[src/rtl/alu_sequencer.sv]
// alu_sequencer
//   Sequences one operation at a time through an external multi-cycle ALU.
//   A request is latched in IDLE, the operands/control are driven to the ALU
//   and held steady, the ALU result is captured ALU_LAT edges after the ALU
//   samples, and the masked result is offered on the response channel until
//   it is accepted.
//
// Ports
//   clk, rst                 clock shared with the ALU; async active-high reset
//   req_valid/req_ready      request handshake; req_a, req_b operands, req_op opcode
//   alu_a, alu_b, alu_ctrl   registered drive to the ALU
//   alu_out, alu_upper       ALU result (low word, upper word)
//   alu_zero..alu_divz       ALU status flags
//   rsp_valid/rsp_ready      response handshake
//   rsp_result, rsp_upper    captured result words
//   rsp_flags                {divz, neg, ovf, carry, zero}, masked per opcode
//   rsp_op, rsp_err          echoed opcode; error for the illegal opcode
//   op_count                 saturating count of completed responses
module alu_sequencer #(
    parameter int unsigned ALU_LAT = 1
) (
    input  logic        clk,
    input  logic        rst,
    input  logic        req_valid,
    output logic        req_ready,
    input  logic [31:0] req_a,
    input  logic [31:0] req_b,
    input  logic [2:0]  req_op,
    output logic [31:0] alu_a,
    output logic [31:0] alu_b,
    output logic [2:0]  alu_ctrl,
    input  logic [31:0] alu_out,
    input  logic [31:0] alu_upper,
    input  logic        alu_zero,
    input  logic        alu_carry,
    input  logic        alu_ovf,
    input  logic        alu_neg,
    input  logic        alu_divz,
    output logic        rsp_valid,
    input  logic        rsp_ready,
    output logic [31:0] rsp_result,
    output logic [31:0] rsp_upper,
    output logic [4:0]  rsp_flags,
    output logic [2:0]  rsp_op,
    output logic        rsp_err,
    output logic [15:0] op_count
);

    localparam logic [1:0] IDLE  = 2'd0;
    localparam logic [1:0] DRIVE = 2'd1;
    localparam logic [1:0] WAIT  = 2'd2;
    localparam logic [1:0] RESP  = 2'd3;

    localparam logic [2:0] OP_ADD = 3'b000;
    localparam logic [2:0] OP_SUB = 3'b001;
    localparam logic [2:0] OP_MUL = 3'b101;
    localparam logic [2:0] OP_DIV = 3'b110;
    localparam logic [2:0] OP_ILL = 3'b111;

    // WAIT counts down from ALU_LAT-1 to 0; the capture happens on the 0 cycle.
    localparam logic [1:0] WAIT_INIT = 2'(ALU_LAT - 1);

    logic [1:0]  state_q,  state_d;
    logic [1:0]  cnt_q,    cnt_d;
    logic [31:0] alu_a_q,  alu_a_d;
    logic [31:0] alu_b_q,  alu_b_d;
    logic [2:0]  ctrl_q,   ctrl_d;
    logic [2:0]  op_q,     op_d;
    logic [31:0] result_q, result_d;
    logic [31:0] upper_q,  upper_d;
    logic [4:0]  flags_q,  flags_d;
    logic        err_q,    err_d;
    logic [15:0] count_q,  count_d;

    logic is_addsub;
    logic is_mul;
    logic is_div;

    assign is_addsub = (op_q == OP_ADD) || (op_q == OP_SUB);
    assign is_mul    = (op_q == OP_MUL);
    assign is_div    = (op_q == OP_DIV);

    always_comb begin
        state_d  = state_q;
        cnt_d    = cnt_q;
        alu_a_d  = alu_a_q;
        alu_b_d  = alu_b_q;
        ctrl_d   = ctrl_q;
        op_d     = op_q;
        result_d = result_q;
        upper_d  = upper_q;
        flags_d  = flags_q;
        err_d    = err_q;
        count_d  = count_q;

        case (state_q)
            IDLE: begin
                if (req_valid) begin
                    op_d = req_op;
                    if (req_op == OP_ILL) begin
                        // Illegal op never touches the ALU drive.
                        result_d = '0;
                        upper_d  = '0;
                        flags_d  = '0;
                        err_d    = 1'b1;
                        state_d  = RESP;
                    end else begin
                        alu_a_d = req_a;
                        alu_b_d = req_b;
                        ctrl_d  = req_op;
                        state_d = DRIVE;
                    end
                end
            end
            DRIVE: begin
                cnt_d   = WAIT_INIT;
                state_d = WAIT;
            end
            WAIT: begin
                if (cnt_q == 2'd0) begin
                    result_d = (is_div && alu_divz) ? '1 : alu_out;
                    upper_d  = is_mul ? alu_upper : '0;
                    // neg falls back to the result sign bit when the ALU does not flag it.
                    flags_d  = {alu_divz & is_div,
                                alu_neg | alu_out[31],
                                alu_ovf & (is_addsub | is_mul),
                                alu_carry & is_addsub,
                                alu_zero};
                    err_d    = 1'b0;
                    state_d  = RESP;
                end else begin
                    cnt_d = cnt_q - 2'd1;
                end
            end
            RESP: begin
                if (rsp_ready) begin
                    if (count_q != 16'hFFFF) begin
                        count_d = count_q + 16'd1;
                    end
                    state_d = IDLE;
                end
            end
            default: state_d = IDLE;
        endcase
    end

    always_ff @(posedge clk or posedge rst) begin
        if (rst) begin
            state_q  <= IDLE;
            cnt_q    <= '0;
            alu_a_q  <= '0;
            alu_b_q  <= '0;
            ctrl_q   <= '0;
            op_q     <= '0;
            result_q <= '0;
            upper_q  <= '0;
            flags_q  <= '0;
            err_q    <= 1'b0;
            count_q  <= '0;
        end else begin
            state_q  <= state_d;
            cnt_q    <= cnt_d;
            alu_a_q  <= alu_a_d;
            alu_b_q  <= alu_b_d;
            ctrl_q   <= ctrl_d;
            op_q     <= op_d;
            result_q <= result_d;
            upper_q  <= upper_d;
            flags_q  <= flags_d;
            err_q    <= err_d;
            count_q  <= count_d;
        end
    end

    assign req_ready  = (state_q == IDLE);
    assign rsp_valid  = (state_q == RESP);
    assign alu_a      = alu_a_q;
    assign alu_b      = alu_b_q;
    assign alu_ctrl   = ctrl_q;
    assign rsp_result = result_q;
    assign rsp_upper  = upper_q;
    assign rsp_flags  = flags_q;
    assign rsp_op     = op_q;
    assign rsp_err    = err_q;
    assign op_count   = count_q;

endmodule

[config.mk]
export PLATFORM = sky130hd
export DESIGN_NAME = alu_sequencer
export DESIGN_NICKNAME = d
export VERILOG_FILES = /design/src/rtl/alu_sequencer.sv
export SDC_FILE = /design/constraint.sdc
export NUM_CORES = 1
export LEC_CHECK = 0
export ABC_CLOCK_PERIOD_IN_PS = 5500
export CORE_UTILIZATION = 26
export DETAILED_ROUTE_END_ITERATION = 10
export PLACE_DENSITY_LB_ADDON = 0.08
export SLEW_MARGIN = 5
export SYNTH_ARGS = -nofsm -noshare
export SYNTH_HDL_FRONTEND = slang
export SYNTH_SLANG_ARGS = --single-unit
[constraint.sdc]
create_clock -name clk -period 5.5 [get_ports clk]
set_input_delay 0.55 -clock clk [delete_from_list [all_inputs] [get_ports clk]]
set_output_delay 0.55 -clock clk [all_outputs]
set_load 0.02 [all_outputs]
==> flow_summary.ini, run 1 <==
[logic_synthesis]
synth.top_cell.area_share_pct = 62.4
ys_ff_latch = 160
netlist_area_um2 = 6420
synth-seq-area-share_pct = 62.4
yosysWarnings = 0
synth_area_leaders = dfrtp_1 62%, mux2_2 12%, a22o_1 4.4%
syn_inst = 504
yosys.cell_types.count = 40
synth_area_leader_cell = dfrtp_1
avgSynthCellArea_um2 = 12.7
syn_nets = 650

[floorplanning]
rows = 57
die-area_um2 = 25300
die_h_um = 159
io-pin-count = 298
fp.coreArea_um2 = 24200
start_util_pct = 26.5
die_w_um = 159

[route]
drc_errors = 0
wl_per_cell_um = 16.2
finalWirelength_um = 18400
drtPass1Iterations = 4
ant_nets = 0
via_per_inst = 4.45
drt_iter0_drc = 331
via_count = 5035

[timing]
fin_crit_sh_pct = 49.6
setup_ws_ns = 2.77
finalSetupViolCount = 0
finalClockSkew_ns = 0.0110
fmax_ghz = 0.366
worst_slew_pin_slew_ns = 1.18
slew_viol_final = 0
min_period_ns = 2.73
rsz0062_at_grt = no
setup_tns_ns = 0
hold_viol_final = 0
slew-limit-headroom_pct = 21.0

[final_layout]
finish.net_count = 940
area_growth_pct = 59.9
drive_above_1_share_pct = 14.4
utilization_pct = 42.3
fill_cells = 2310

[job]
drv_cap = 0

[setup_path]
critical_path_peak_fanout = 108
r2r-start = state_q[0]
crit_path_end_kind = flop
reg2reg_slack_ns = 2.77
cp-startpoint = state_q[0]
start_kind = flop
crit_type = reg -> reg
worstPathRequired_ns = 5.75
critPathArrivalTime_ns = 2.98

[clock_network]
root_buffer = clkbuf_16
cts.clk_slew.worst_paths_ns = 0.07
cts_setup_buffers = 0
hold_buffers = 0
cts_buffer_depth = 2
cts_resized = 0
cts-buffers-inserted = 17
cts-htree-levels = 4
cts_tree = built
worstSkewPairLatency_ns = 0.42
cts.sinks = 160

[worst_hold_path]
worstHoldStart = rsp_result[29]
worst_hold_path_type = reg -> reg

[power_and_ir_drop]
p_leak_uw = 0.00422
power_density_nw_per_um2 = 540
ir_worst_vdd_mv = 0.252

[placed_design]
dp_hpwl_um = 12900
dp_slack_ns = 2.50
gp_congestion = 0.791
numPortBuffers = 297

[global_routing]
grt_pass1_wl_um = 29800
globalRouteTotalUtil_pct = 15.0
grt_max_degree = 109
antenna_found_initial = 1
grt_pass1_vias = 5311
gr-total-overflow = 0

[run_status]
status = finished clean
## final timing paths
kind | end | cells after the start
setup / recovery | rsp_result[18] | 7
hold / removal | rsp_result[29] | 2
setup reg to reg | rsp_result[18] | 7
hold reg to reg | rsp_result[29] | 2
max in group asynchronous | alu_b[27] | 3
min in group asynchronous | alu_b[28] | 2
## worst max-delay path, cell delays in order, from the launching register on
cell,delay (ns)
dfrtp_1,0.42
inv_1,0.09
ha_1,0.14
buf_4,0.34
nor2b_1,0.28
a2111o_2,0.21
buf_4,0.78
o21ai_0,0.24
## area by class of cell
type / count / area, um2 / share of cell area [%]
multi-input cells: 304 / 2200 / 21.4
inverters: 10 / 42.5 / 0.415
flip-flops and latches: 160 / 4000 / 39.0
clock buffers: 18 / 439 / 4.28
clock inverters: 14 / 168 / 1.63
well taps: 324 / 405 / 3.95
diodes: 1 / 2.50 / 0.0244
repair buffers: 301 / 3000 / 29.3
## state kept, by name, indices dropped and copies added, names as in the netlist
signal      count
cnt_q           2
rsp_flags       5
op_count       16
alu_b          32
rsp_err         1
rsp_result     32
rsp_op          3
state_q         2
rsp_upper      32
alu_ctrl        3
alu_a          32
## cell usage after synthesis
master / instances
nor2_1: 11
nor2b_1: 6
xnor2_1: 6
clkbuf_2: 1
nor2_8: 1
and3_1: 1
o211ai_2: 1
nor4_2: 1
and4_2: 1
o211ai_1: 1
a2111o_1: 1
or4_4: 1
or2_2: 1
o22a_1: 3
or3_2: 1
nand4_4: 1
a22o_1: 32
xor2_1: 2
o21ai_0: 55
nor3_1: 3
buf_6: 6
buf_2: 7
ha_1: 6
nand3_1: 11
a31oi_1: 3
nor4_1: 2
and4b_1: 1
o21a_1: 3
buf_4: 4
nand4_1: 5
a41oi_1: 1
o21ai_1: 20
clkbuf_1: 12
nand2b_1: 2
dfrtp_1: 160
nand3b_1: 1
mux2_2: 68
a21oi_1: 5
inv_1: 10
nand2_1: 47
## through the flow
| stage | hold slack, ns | std cells | cell area (um2) | total power (uW) |
|---|---|---|---|---|
| CTS | 0.486 | 1131 | 10300 | 5630 |
| detailed placement | 0.470 | 1099 | 9650 | 4360 |
| floorplan | 0.450 | 504 | 6420 | 3200 |
| global route | 0.503 | 1132 | 10300 | 5880 |
| global placement | 0.463 | 1099 | 9650 | 4320 |
| finish | 0.477 | 1132 | 10300 | 5540 |
## kinds of logic (layout without fill, tap and decap cells)
kind of cell               count (synthesis)  after routing  synth area share [%]
and+or+nand+nor                           97             97                  7.70
xor gates and xnor gates                   8              8                  1.09
buffers and inverters                     40            343                  3.43
muxes                                     68             68                  11.9
DFF                                      160            160                  62.4
AOI/OAI and AO/OA                        125            125                  12.3
other                                      0              1                     0
adders and majority gates                  6              6                  1.17
## cell usage in the layout (no fill, tap or decap), types with 10 or more instances in the layout
cell / instances
nand2_1: 47
clkdlybuf4s50_1: 297
clkbuf_16: 17
nand3_1: 11
o21ai_0: 55
o21ai_1: 20
a22o_1: 32
mux2_2: 68
nor2_1: 10
dfrtp_1: 160
## per-layer routing
layer / vias up / wire (um) / track usage (%)
met5: - / 0 / 0
met4: 0 / 474 / 5.99
met3: 25 / 1400 / 5.08
met2: 198 / 8590 / 23.9
met1: 2433 / 7900 / 18.7
li1: 2379 / - / -
## report_power, final
part	total, uW	switching (uW)	internal [uW]
Sequential	1850	244	1600
Clock	1230	530	699
Combinational	2460	1280	1180
(Power assumes the default switching activity.)
==> run 2: changes to the inputs <==
--- a/config.mk
+++ b/config.mk
@@ -5,7 +5,7 @@
 export SDC_FILE = /design/constraint.sdc
 export NUM_CORES = 1
 export LEC_CHECK = 0
-export ABC_CLOCK_PERIOD_IN_PS = 5500
+export ABC_CLOCK_PERIOD_IN_PS = 2300
 export CORE_UTILIZATION = 26
 export DETAILED_ROUTE_END_ITERATION = 10
 export PLACE_DENSITY_LB_ADDON = 0.08
==> constraint.sdc (replaced) <==
create_clock -name clk -period 2.3 [get_ports clk]
set_input_delay 0.23 -clock clk [delete_from_list [all_inputs] [get_ports clk]]
set_output_delay 0.23 -clock clk [all_outputs]
set_load 0.02 [all_outputs]
==> flow_summary.ini, run 2 (synthesis gave the netlist of run 1 again) <==
[timing]
rsz0062_at_grt = no
slew-limit-headroom_pct = 66.9
fin_crit_sh_pct = 90.9
hold_viol_final = 0
setup_tns_ns = 0
finalClockSkew_ns = 0.0112
finalSetupViolCount = 0
min_period_ns = 2.09
fmax_ghz = 0.478
slew_viol_final = 0
setup_ws_ns = 0.209
worst_slew_pin_slew_ns = 0.497

[global_routing]
globalRouteTotalUtil_pct = 14.8
grt_most_used_layer = met2
antenna_found_initial = 0
gr-total-overflow = 0
grt_pass1_vias = 5258
grt_max_degree = 109
met2_usage_pct = 24.4
grt_util_met3_pct = 5.99
use_met1_pct = 18.1
grt_pass1_wl_um = 29500

[clock_network]
cts.clk_slew.worst_paths_ns = 0.07
worstSkewPairLatency_ns = 0.42
cts_setup_buffers = 0
root_buffer = clkbuf_16
cts_buffer_depth = 2
cts-htree-levels = 4
cts_tree = built
cts_resized = 0
cts.sinks = 160
cts-buffers-inserted = 17
hold_buffers = 0

[setup_path]
critical_path_peak_fanout = 108
crit_path_end_kind = flop
reg2reg_slack_ns = 0.21
r2r_end = rsp_upper[7]
worstPathRequired_ns = 2.60
crit_type = reg -> reg
start_kind = flop
r2r-start = state_q[0]
critPathArrivalTime_ns = 2.39
rr_worst_depth = 6

[final_layout]
layout_common_cells = 297 x clkdlybuf4s50_1, 160 x dfrtp_1, 68 x mux2_2, 55 x o21ai_0, 47 x nand2_1
final_common_cell = clkdlybuf4s50_1
drive_above_1_share_pct = 15.1
seq_area_um2 = 4000
multiInputGateArea_um2 = 2200
finish.net_count = 948
antennaDiodeCount = 0
stdcell_count = 1139
fill_cells = 2286
area_growth_pct = 60.8

[power_and_ir_drop]
ir_worst_vdd_mv = 0.604
p_leak_uw = 0.00424
power_density_nw_per_um2 = 1260
power.total_uw = 13000

[placed_design]
dp_slack_ns = 0.121
gp_congestion = 0.745
dp_hpwl_um = 13000
dp_cells = 1107
numPortBuffers = 297

[floorplanning]
fp.coreArea_um2 = 24200
die_w_um = 159
rows = 57
die_h_um = 159
io-pin-count = 298
start_util_pct = 26.5
die-area_um2 = 25300

[route]
wl_per_cell_um = 16.0
finalWirelength_um = 18300
drt_iter0_drc = 186
drtPass1Iterations = 4
drc_errors = 0
via_per_inst = 4.41
ant_nets = 0
via_count = 5025

[worst_hold_path]
worst_hold_path_type = in -> async

[job]
drv_cap = 0

[run_status]
status = finished clean
[run 2: cell types whose count changed in the layout (fill, tap and decap cells not counted)]
cell	delta
buf_12	+5
buf_4	+3
bufinv_16	-2
clkbuf_1	+1
clkinv_2	+2
clkinv_4	-1
clkinvlp_4	+3
diode_2	-1
inv_6	-2
inv_8	-1
[run 2: how the worst max path moves through the flow]
stage                    start             to  slack [ns]  depth (start not counted)
floorplan                  rst       alu_a[0]        0.04                          1
global route        state_q[0]  rsp_upper[25]        0.11                          6
global placement     req_op[1]  rsp_upper[24]        0.18                          5
detailed placement   req_op[0]  rsp_upper[30]        0.12                          5
CTS                 state_q[0]      req_ready        0.17                          3
finish              state_q[0]   rsp_upper[7]        0.21                          6
[run 2: report_power, final]
group          leakage (uW)  total [uW]  switching, uW  internal (uW)
Clock              0.000264        2640           1210           1430
Sequential          0.00205        4410            575           3830
Combinational       0.00192        5970           3060           2910
[run 2: routing by layer]
metal  vias to the layer above  share of wire [%]
met5                         -                  0
met4                         0               0.61
met3                         9                8.8
met2                       193                 49
met1                      2439                 42
li1                       2384                  -
[run 2: cell type report]
class	count	area share [%]
Clock buffer	19	4.29
Clock inverter	13	1.01
Inverter	10	0.400
Multi-Input combinational cell	304	21.3
Sequential cell	160	38.8
Tap cell	324	3.93
Timing Repair Buffer	309	30.3
[run 2: critical path, stage by stage (launching register included)]
cell      delay [ns]
dfrtp_1         0.39
inv_1           0.08
ha_1            0.28
nor2b_1         0.19
a2111o_2        0.49
buf_12          0.25
a22o_1          0.28
[run 2: through the flow]
| stage | area (um2) | hold WS (ns) | utilization [%] |
|---|---|---|---|
| 2_1_floorplan | 6420 | 0.356 | - |
| 3_3_place_gp | 9770 | 0.464 | 40.3 |
| 3_5_place_dp | 9770 | 0.470 | 40.3 |
| 4_1_cts | 10300 | 0.351 | 42.6 |
| 5_1_grt | 10300 | 0.370 | 42.6 |
| 6_report | 10300 | 0.342 | 42.6 |
